==> src/rtl/pipeline_ctrl_if.sv <==
// pipeline_ctrl_if - hazard/memory status and stage-control bundle
//
// Carries the signals exchanged between the pipeline datapath and
// pipeline_ctrl.
//   slave  : controller side (hazard/memory status in, enables/flushes out)
//   master : datapath side (drives status, receives enables/flushes)
// Signals:
//   load_use_flag, branch_taken, dmem_req, dmem_ready : datapath status
//   pc_we, if_id_we, id_ex_we, ex_mem_we, mem_wb_we   : register write enables
//   if_id_flush, id_ex_flush, mem_wb_bubble           : NOP insertion
//   mem_fault                                         : sticky memory timeout
//   stall_cnt, flush_cnt                              : performance counters
interface pipeline_ctrl_if;
    logic        load_use_flag;
    logic        branch_taken;
    logic        dmem_req;
    logic        dmem_ready;
    logic        pc_we;
    logic        if_id_we;
    logic        id_ex_we;
    logic        ex_mem_we;
    logic        mem_wb_we;
    logic        if_id_flush;
    logic        id_ex_flush;
    logic        mem_wb_bubble;
    logic        mem_fault;
    logic [15:0] stall_cnt;
    logic [15:0] flush_cnt;

    modport slave (
        input  load_use_flag, branch_taken, dmem_req, dmem_ready,
        output pc_we, if_id_we, id_ex_we, ex_mem_we, mem_wb_we,
               if_id_flush, id_ex_flush, mem_wb_bubble, mem_fault,
               stall_cnt, flush_cnt
    );

    modport master (
        output load_use_flag, branch_taken, dmem_req, dmem_ready,
        input  pc_we, if_id_we, id_ex_we, ex_mem_we, mem_wb_we,
               if_id_flush, id_ex_flush, mem_wb_bubble, mem_fault,
               stall_cnt, flush_cnt
    );
endinterface

==> src/rtl/pipeline_ctrl.sv <==
// pipeline_ctrl - stall/flush/freeze controller for a 5-stage pipeline
//
// Ports:
//   clk   : single clock, all state on rising edge
//   rst_n : synchronous active-low reset
//   bus   : pipeline_ctrl_if.slave (hazard status in, stage controls out)
// Parameter:
//   MEM_TIMEOUT : max MEM_WAIT cycles before a data-memory fault (2..255)
// Build option:
//   PIPE_PERF_CNT_EN : when defined, stall_cnt/flush_cnt are saturating
//                      counters; otherwise both are tied to zero.
//
// state    | meaning
// ---------+-----------------------------------------------------------
// RUN      | normal issue; branch flush / load-use stall decoded here
// MEM_WAIT | data memory busy, whole pipeline frozen, waitCnt counting
// FAULT    | memory timed out; pipeline frozen until reset
module pipeline_ctrl #(
    parameter int unsigned MEM_TIMEOUT = 16
) (
    input  logic           clk,
    input  logic           rst_n,
    pipeline_ctrl_if.slave bus
);
    typedef enum logic [1:0] {RUN, MEM_WAIT, FAULT} state_t;

    localparam logic [7:0] TIMEOUT = 8'(MEM_TIMEOUT);

    state_t     state, nextState, decodeState;
    logic [7:0] waitCnt, waitCntNext;

    logic pcWe, ifIdWe, idExWe, exMemWe, memWbWe;
    logic ifIdFlush, idExFlush, memWbBubble, memFault;

    always_ff @(posedge clk) begin
        if (!rst_n) begin
            state   <= RUN;
            waitCnt <= '0;
        end else begin
            state   <= nextState;
            waitCnt <= waitCntNext;
        end
    end

    // Outputs follow RUN decode while reset is held, whatever the
    // registered state, so the datapath sees a sane pipeline in reset.
    assign decodeState = rst_n ? state : RUN;

    always_comb begin
        nextState   = state;
        waitCntNext = waitCnt;
        pcWe        = 1'b1;
        ifIdWe      = 1'b1;
        idExWe      = 1'b1;
        exMemWe     = 1'b1;
        memWbWe     = 1'b1;
        ifIdFlush   = 1'b0;
        idExFlush   = 1'b0;
        memWbBubble = 1'b0;
        memFault    = 1'b0;

        unique case (decodeState)
            RUN, MEM_WAIT: begin
                // Freeze when memory is outstanding: a new unready request
                // in RUN, or any not-ready cycle in MEM_WAIT (dmem_req is
                // assumed held by the MEM stage while waiting).
                if ((decodeState == RUN && bus.dmem_req && !bus.dmem_ready) ||
                    (decodeState == MEM_WAIT && !bus.dmem_ready)) begin
                    pcWe        = 1'b0;
                    ifIdWe      = 1'b0;
                    idExWe      = 1'b0;
                    exMemWe     = 1'b0;
                    memWbWe     = 1'b0;
                    memWbBubble = 1'b1;
                    if (decodeState == RUN) begin
                        nextState   = MEM_WAIT;
                        waitCntNext = 8'd1;
                    end else if (waitCnt == TIMEOUT) begin
                        nextState = FAULT;
                    end else begin
                        waitCntNext = waitCnt + 8'd1;
                    end
                end else begin
                    nextState   = RUN;
                    waitCntNext = '0;
                    // The branch squashes the instruction that caused the
                    // load-use hazard, so it wins over the stall.
                    if (bus.branch_taken) begin
                        ifIdFlush = 1'b1;
                        idExFlush = 1'b1;
                    end else if (bus.load_use_flag) begin
                        pcWe      = 1'b0;
                        ifIdWe    = 1'b0;
                        idExFlush = 1'b1;
                    end
                end
            end
            FAULT: begin
                pcWe        = 1'b0;
                ifIdWe      = 1'b0;
                idExWe      = 1'b0;
                exMemWe     = 1'b0;
                memWbWe     = 1'b0;
                memWbBubble = 1'b1;
                memFault    = 1'b1;
            end
            default: begin
                nextState   = RUN;
                waitCntNext = '0;
            end
        endcase
    end

    assign bus.pc_we         = pcWe;
    assign bus.if_id_we      = ifIdWe;
    assign bus.id_ex_we      = idExWe;
    assign bus.ex_mem_we     = exMemWe;
    assign bus.mem_wb_we     = memWbWe;
    assign bus.if_id_flush   = ifIdFlush;
    assign bus.id_ex_flush   = idExFlush;
    assign bus.mem_wb_bubble = memWbBubble;
    assign bus.mem_fault     = memFault;

`ifdef PIPE_PERF_CNT_EN
    logic [15:0] stallCnt, flushCnt;

    always_ff @(posedge clk) begin
        if (!rst_n) begin
            stallCnt <= '0;
            flushCnt <= '0;
        end else begin
            if (!pcWe && stallCnt != 16'hFFFF) begin
                stallCnt <= stallCnt + 16'd1;
            end
            if (ifIdFlush && flushCnt != 16'hFFFF) begin
                flushCnt <= flushCnt + 16'd1;
            end
        end
    end

    assign bus.stall_cnt = stallCnt;
    assign bus.flush_cnt = flushCnt;
`else
    assign bus.stall_cnt = 16'd0;
    assign bus.flush_cnt = 16'd0;
`endif
endmodule
==> src/flat_wrapper.sv <==
// flat-port wrapper written by rule: the top's interface ports become plain ports
module pipeline_ctrl_flat 
#(
    parameter int unsigned MEM_TIMEOUT = 16
)
  (clk, rst_n, bus_load_use_flag, bus_branch_taken, bus_dmem_req, bus_dmem_ready, bus_pc_we, bus_if_id_we, bus_id_ex_we, bus_ex_mem_we, bus_mem_wb_we, bus_if_id_flush, bus_id_ex_flush, bus_mem_wb_bubble, bus_mem_fault, bus_stall_cnt, bus_flush_cnt);
  pipeline_ctrl_if bus_i ();
  input  logic clk;
  input  logic rst_n;
  input wire logic [$bits(bus_i.load_use_flag)-1:0] bus_load_use_flag;
  input wire logic [$bits(bus_i.branch_taken)-1:0] bus_branch_taken;
  input wire logic [$bits(bus_i.dmem_req)-1:0] bus_dmem_req;
  input wire logic [$bits(bus_i.dmem_ready)-1:0] bus_dmem_ready;
  output wire logic [$bits(bus_i.pc_we)-1:0] bus_pc_we;
  output wire logic [$bits(bus_i.if_id_we)-1:0] bus_if_id_we;
  output wire logic [$bits(bus_i.id_ex_we)-1:0] bus_id_ex_we;
  output wire logic [$bits(bus_i.ex_mem_we)-1:0] bus_ex_mem_we;
  output wire logic [$bits(bus_i.mem_wb_we)-1:0] bus_mem_wb_we;
  output wire logic [$bits(bus_i.if_id_flush)-1:0] bus_if_id_flush;
  output wire logic [$bits(bus_i.id_ex_flush)-1:0] bus_id_ex_flush;
  output wire logic [$bits(bus_i.mem_wb_bubble)-1:0] bus_mem_wb_bubble;
  output wire logic [$bits(bus_i.mem_fault)-1:0] bus_mem_fault;
  output wire logic [$bits(bus_i.stall_cnt)-1:0] bus_stall_cnt;
  output wire logic [$bits(bus_i.flush_cnt)-1:0] bus_flush_cnt;
  assign bus_i.load_use_flag = bus_load_use_flag;
  assign bus_i.branch_taken = bus_branch_taken;
  assign bus_i.dmem_req = bus_dmem_req;
  assign bus_i.dmem_ready = bus_dmem_ready;
  assign bus_pc_we = bus_i.pc_we;
  assign bus_if_id_we = bus_i.if_id_we;
  assign bus_id_ex_we = bus_i.id_ex_we;
  assign bus_ex_mem_we = bus_i.ex_mem_we;
  assign bus_mem_wb_we = bus_i.mem_wb_we;
  assign bus_if_id_flush = bus_i.if_id_flush;
  assign bus_id_ex_flush = bus_i.id_ex_flush;
  assign bus_mem_wb_bubble = bus_i.mem_wb_bubble;
  assign bus_mem_fault = bus_i.mem_fault;
  assign bus_stall_cnt = bus_i.stall_cnt;
  assign bus_flush_cnt = bus_i.flush_cnt;
  pipeline_ctrl #(.MEM_TIMEOUT(MEM_TIMEOUT)) u_core (.clk(clk), .rst_n(rst_n), .bus(bus_i));
endmodule
==> config.mk <==
export PLATFORM = sky130hd
export DESIGN_NAME = pipeline_ctrl_flat
export DESIGN_NICKNAME = d
export VERILOG_FILES = /design/src/rtl/pipeline_ctrl_if.sv /design/src/rtl/pipeline_ctrl.sv /design/src/flat_wrapper.sv
export SDC_FILE = /design/constraint.sdc
export NUM_CORES = 1
export LEC_CHECK = 0
export CAP_MARGIN = 20
export CORE_UTILIZATION = 41
export DETAILED_ROUTE_END_ITERATION = 16
export GPL_TIMING_DRIVEN = 0
export MAX_ROUTING_LAYER = met4
export PLACE_DENSITY_LB_ADDON = 0.12
export SKIP_LAST_GASP = 1
export SYNTH_ARGS = -nofsm -noshare
export SYNTH_HDL_FRONTEND = slang
export SYNTH_SLANG_ARGS = --single-unit
==> constraint.sdc <==
create_clock -name clk -period 2.3 [get_ports clk]
set_input_delay 0.46 -clock clk [delete_from_list [all_inputs] [get_ports clk]]
set_output_delay 0.46 -clock clk [all_outputs]
set_load 0.1 [all_outputs]
==> results <==
cells in the mapped netlist, types with 2 or more instances:
cell | instances | area [µm²]
a31oi_1 | 3 | 18.77
buf_4 | 35 | 262.8
nand4_1 | 2 | 12.51
and2_1 | 2 | 12.51
inv_1 | 5 | 18.77
nor2_1 | 3 | 11.26
a21oi_1 | 3 | 15.01
ha_1 | 2 | 25.02
nand2_1 | 5 | 18.77
and3_1 | 2 | 12.51
o21ai_0 | 8 | 40.04
xor2_1 | 2 | 17.52
nand3_1 | 2 | 10.01
dfxtp_1 | 10 | 200.2
final timing paths:
check	end	slack (ns)	cells past startpoint
max reg2reg	u_core.waitCnt[0]	0.76	6
min reg2reg	u_core.waitCnt[6]	0.52	2
min	u_core.state[0]	0.42	2
max	bus_if_id_flush	0.13	5
metrics by stage:
stage          total power (W)  util, %  hold slack (ns)
3_5_place_dp         0.0005826    61.35           0.5028
4_1_cts              0.0007454    63.39           0.5286
6_report             0.0007451    64.03           0.4192
2_1_floorplan        0.0005507        -           0.4724
3_3_place_gp         0.0005816    61.35           0.4878
5_1_grt              0.0007730    64.03           0.4245
flip-flops by register name, indices dropped and copies added, names as in the netlist:
signal,cells
u_core.waitCnt,8
u_core.state,2
cell usage in the layout (no fill, tap or decap), types with 2 or more instances in the layout:
cell | Yosys | layout
clkbuf_4 | 0 | 4
o21ai_0 | 8 | 7
o21ai_4 | 1 | 2
buf_12 | 0 | 2
ha_1 | 2 | 2
inv_1 | 5 | 3
nand3_1 | 2 | 2
conb_1 | 1 | 32
clkinvlp_4 | 0 | 2
a21oi_1 | 3 | 2
xor2_1 | 2 | 2
dfxtp_1 | 10 | 10
nand4_1 | 2 | 2
buf_4 | 35 | 35
nor2_1 | 3 | 3
buf_6 | 1 | 4
clkdlybuf4s50_1 | 0 | 2
a31oi_1 | 3 | 3
and3_1 | 2 | 2
nand2_1 | 5 | 4
buf_2 | 1 | 5
timing repair:
item,CTS,global route
buffers inserted,0,1
gates resized for setup,64,2
hold buffers,0,0
endpoints found under the setup margin,9,5
pin swaps,2,1
report_power, final:
| group | internal [W] | switching (W) | total [W] | leakage, nW |
|---|---|---|---|---|
| Clock | 0.0000961 | 0.0000629 | 0.000159 | 0.0210 |
| Combinational | 0.0000817 | 0.000327 | 0.000409 | 0.542 |
| Sequential | 0.000175 | 0.00000216 | 0.000177 | 0.0809 |
| Total | 0.000353 | 0.000393 | 0.000745 | 0.644 |
cells by family (layout without fill, tap and decap cells):
logic type,Yosys count,count (layout),synth area share (%)
xor gates and xnor gates,3,3,3.048
DFF,10,10,23.22
muxes,2,2,2.902
other,1,32,0.4350
and+or+nand+nor,23,23,17.85
AOI/OAI and AO/OA,19,19,14.51
buffers and inverters,43,62,35.12
adders and majority gates,2,2,2.902
per-layer routing:
layer | track usage [%] | vias up | wire (µm)
met5 | - | - | 0
met4 | 5.000 | 0 | 21
met3 | 6.792 | 2 | 125
met2 | 23.24 | 31 | 708
met1 | 16.07 | 314 | 599
li1 | - | 381 | -
final cells by class:
class	count	share of cell area, %
clock buffers	4	2.888
multi-input cells	81	41.53
flip-flops and latches	10	15.94
plain buffers	38	23.61
inverters	5	2.092
repair buffers	15	11.26
well taps	27	2.689
worst register-to-register path, cell delays in order (launching register included):
cell	delay, ns
dfxtp_1	0.35
inv_1	0.07
ha_1	0.15
nor4b_4	0.22
nand3_2	0.16
o21ai_4	0.18
mux2_4	0.31
==> results.txt <==
Status -> complete, no violations
Global-route wire length before repair -> 2201 µm
LEAKAGE -> 0.6442 nW
FF-to-FF Start -> u_core.waitCnt[0]
Max-cap viol count -> 0
Worst Setup End Kind -> primary output
Reg area -> 200.2 µm²
CTS tree -> yes
Filler cell count -> 183
Final nets -> 162
Fin Setup TNS -> 0 ns
Port buffer count -> 14
Die ar. -> 2290 µm²
Clk slew on worst S/H paths -> 0.07 ns
Period Utilization, post-route -> 94.56%
Final WL -> 1454 µm
CTS Buf Count -> 3
CP Cell Sequence -> clkdlybuf4s15_2, nand2_8, or3b_4, and3_1, buf_2
Min setup slack post-route -> 0.1251 ns
Clk buf depth -> 2
Seq/Total Area, Yosys -> 23.22%
Vias/cell -> 4.044
CP Data Arrival Time -> 1.71 ns
Pwr/cell area -> 593.2 nW/µm²
VDD IR max -> 0.4134 mV
Hold Path Class -> in -> reg
Pre-antenna DRT Iters -> 4
Hold path start -> bus_dmem_ready
Total placed cells including tap cells -> 175
CTS sink count -> 10
Overflow after GRT -> 0
Final hold viol count -> 0
Crit-path leading delay family -> simple AND/OR/NAND/NOR gates
Layout area overhead -> 45.72%
Post-route ant nets -> 0
CP startpoint -> rst_n
Initial Utilization -> 43.94%
YS warnings -> 0
Final Cell Area -> 1256 µm²
Number of synthesized flops with an enable pin -> 0
Worst path bufs/invs -> 2
Crit path largest cell delay -> 0.42 ns
Total GRT Usage -> 14.65%
Largest net degree at the start of global routing -> 10
Crit Path Max Fanout -> 5
Avg WL per Cell -> 8.078 µm
Post-DP HPWL -> 1214 µm
WS Path Type -> in -> out
Fin. max-slew vios -> 0
Critical-path top delay cell -> or3b_4
Antenna violations before repair -> 0
Root Buffer -> clkbuf_4
N_diodes -> 0
Worst Path Required -> 1.84 ns
Vias -> 728
Clk_lat worst skew -> 0.27 ns
I/O Pins -> 47
Mapped cell area -> 862.1 µm²
Min cycle time layout -> 2.175 ns
Max Fclk -> 459.8 MHz
Vias in the first global route -> 540
Startpoint Class -> input port
Rows -> 16
Die width -> 47.86 µm
Initial DRC count -> 9
Cell variety after synth -> 33
H-tree depth -> 1
#FFs+latches synth -> 10
Ys flop type -> dfxtp_1
Die Y -> 47.86 µm
Final setup viols -> 0
Syn_area_per_cell -> 8.370 µm²
DR DRC count -> 0
Clock skew -> 0.005444 ns
Finished Layout Cells -> 180
Core Box Area -> 1962 µm²
Cells after Synth -> 103
Placed cell areas -> 1204 µm²
Post-Place Worst Slack -> -1.286 ns
Unrepaired setup endpoints after global routing -> false
Footprint of the multi-input gates -> 521.8 µm²
Final RePlAce weighted congestion -> 0.7177
Layout cells sized above 1 -> 43.79%
Asr flop ratio synth -> 0%
No activity file was read; power rests on OpenSTA's default activity.
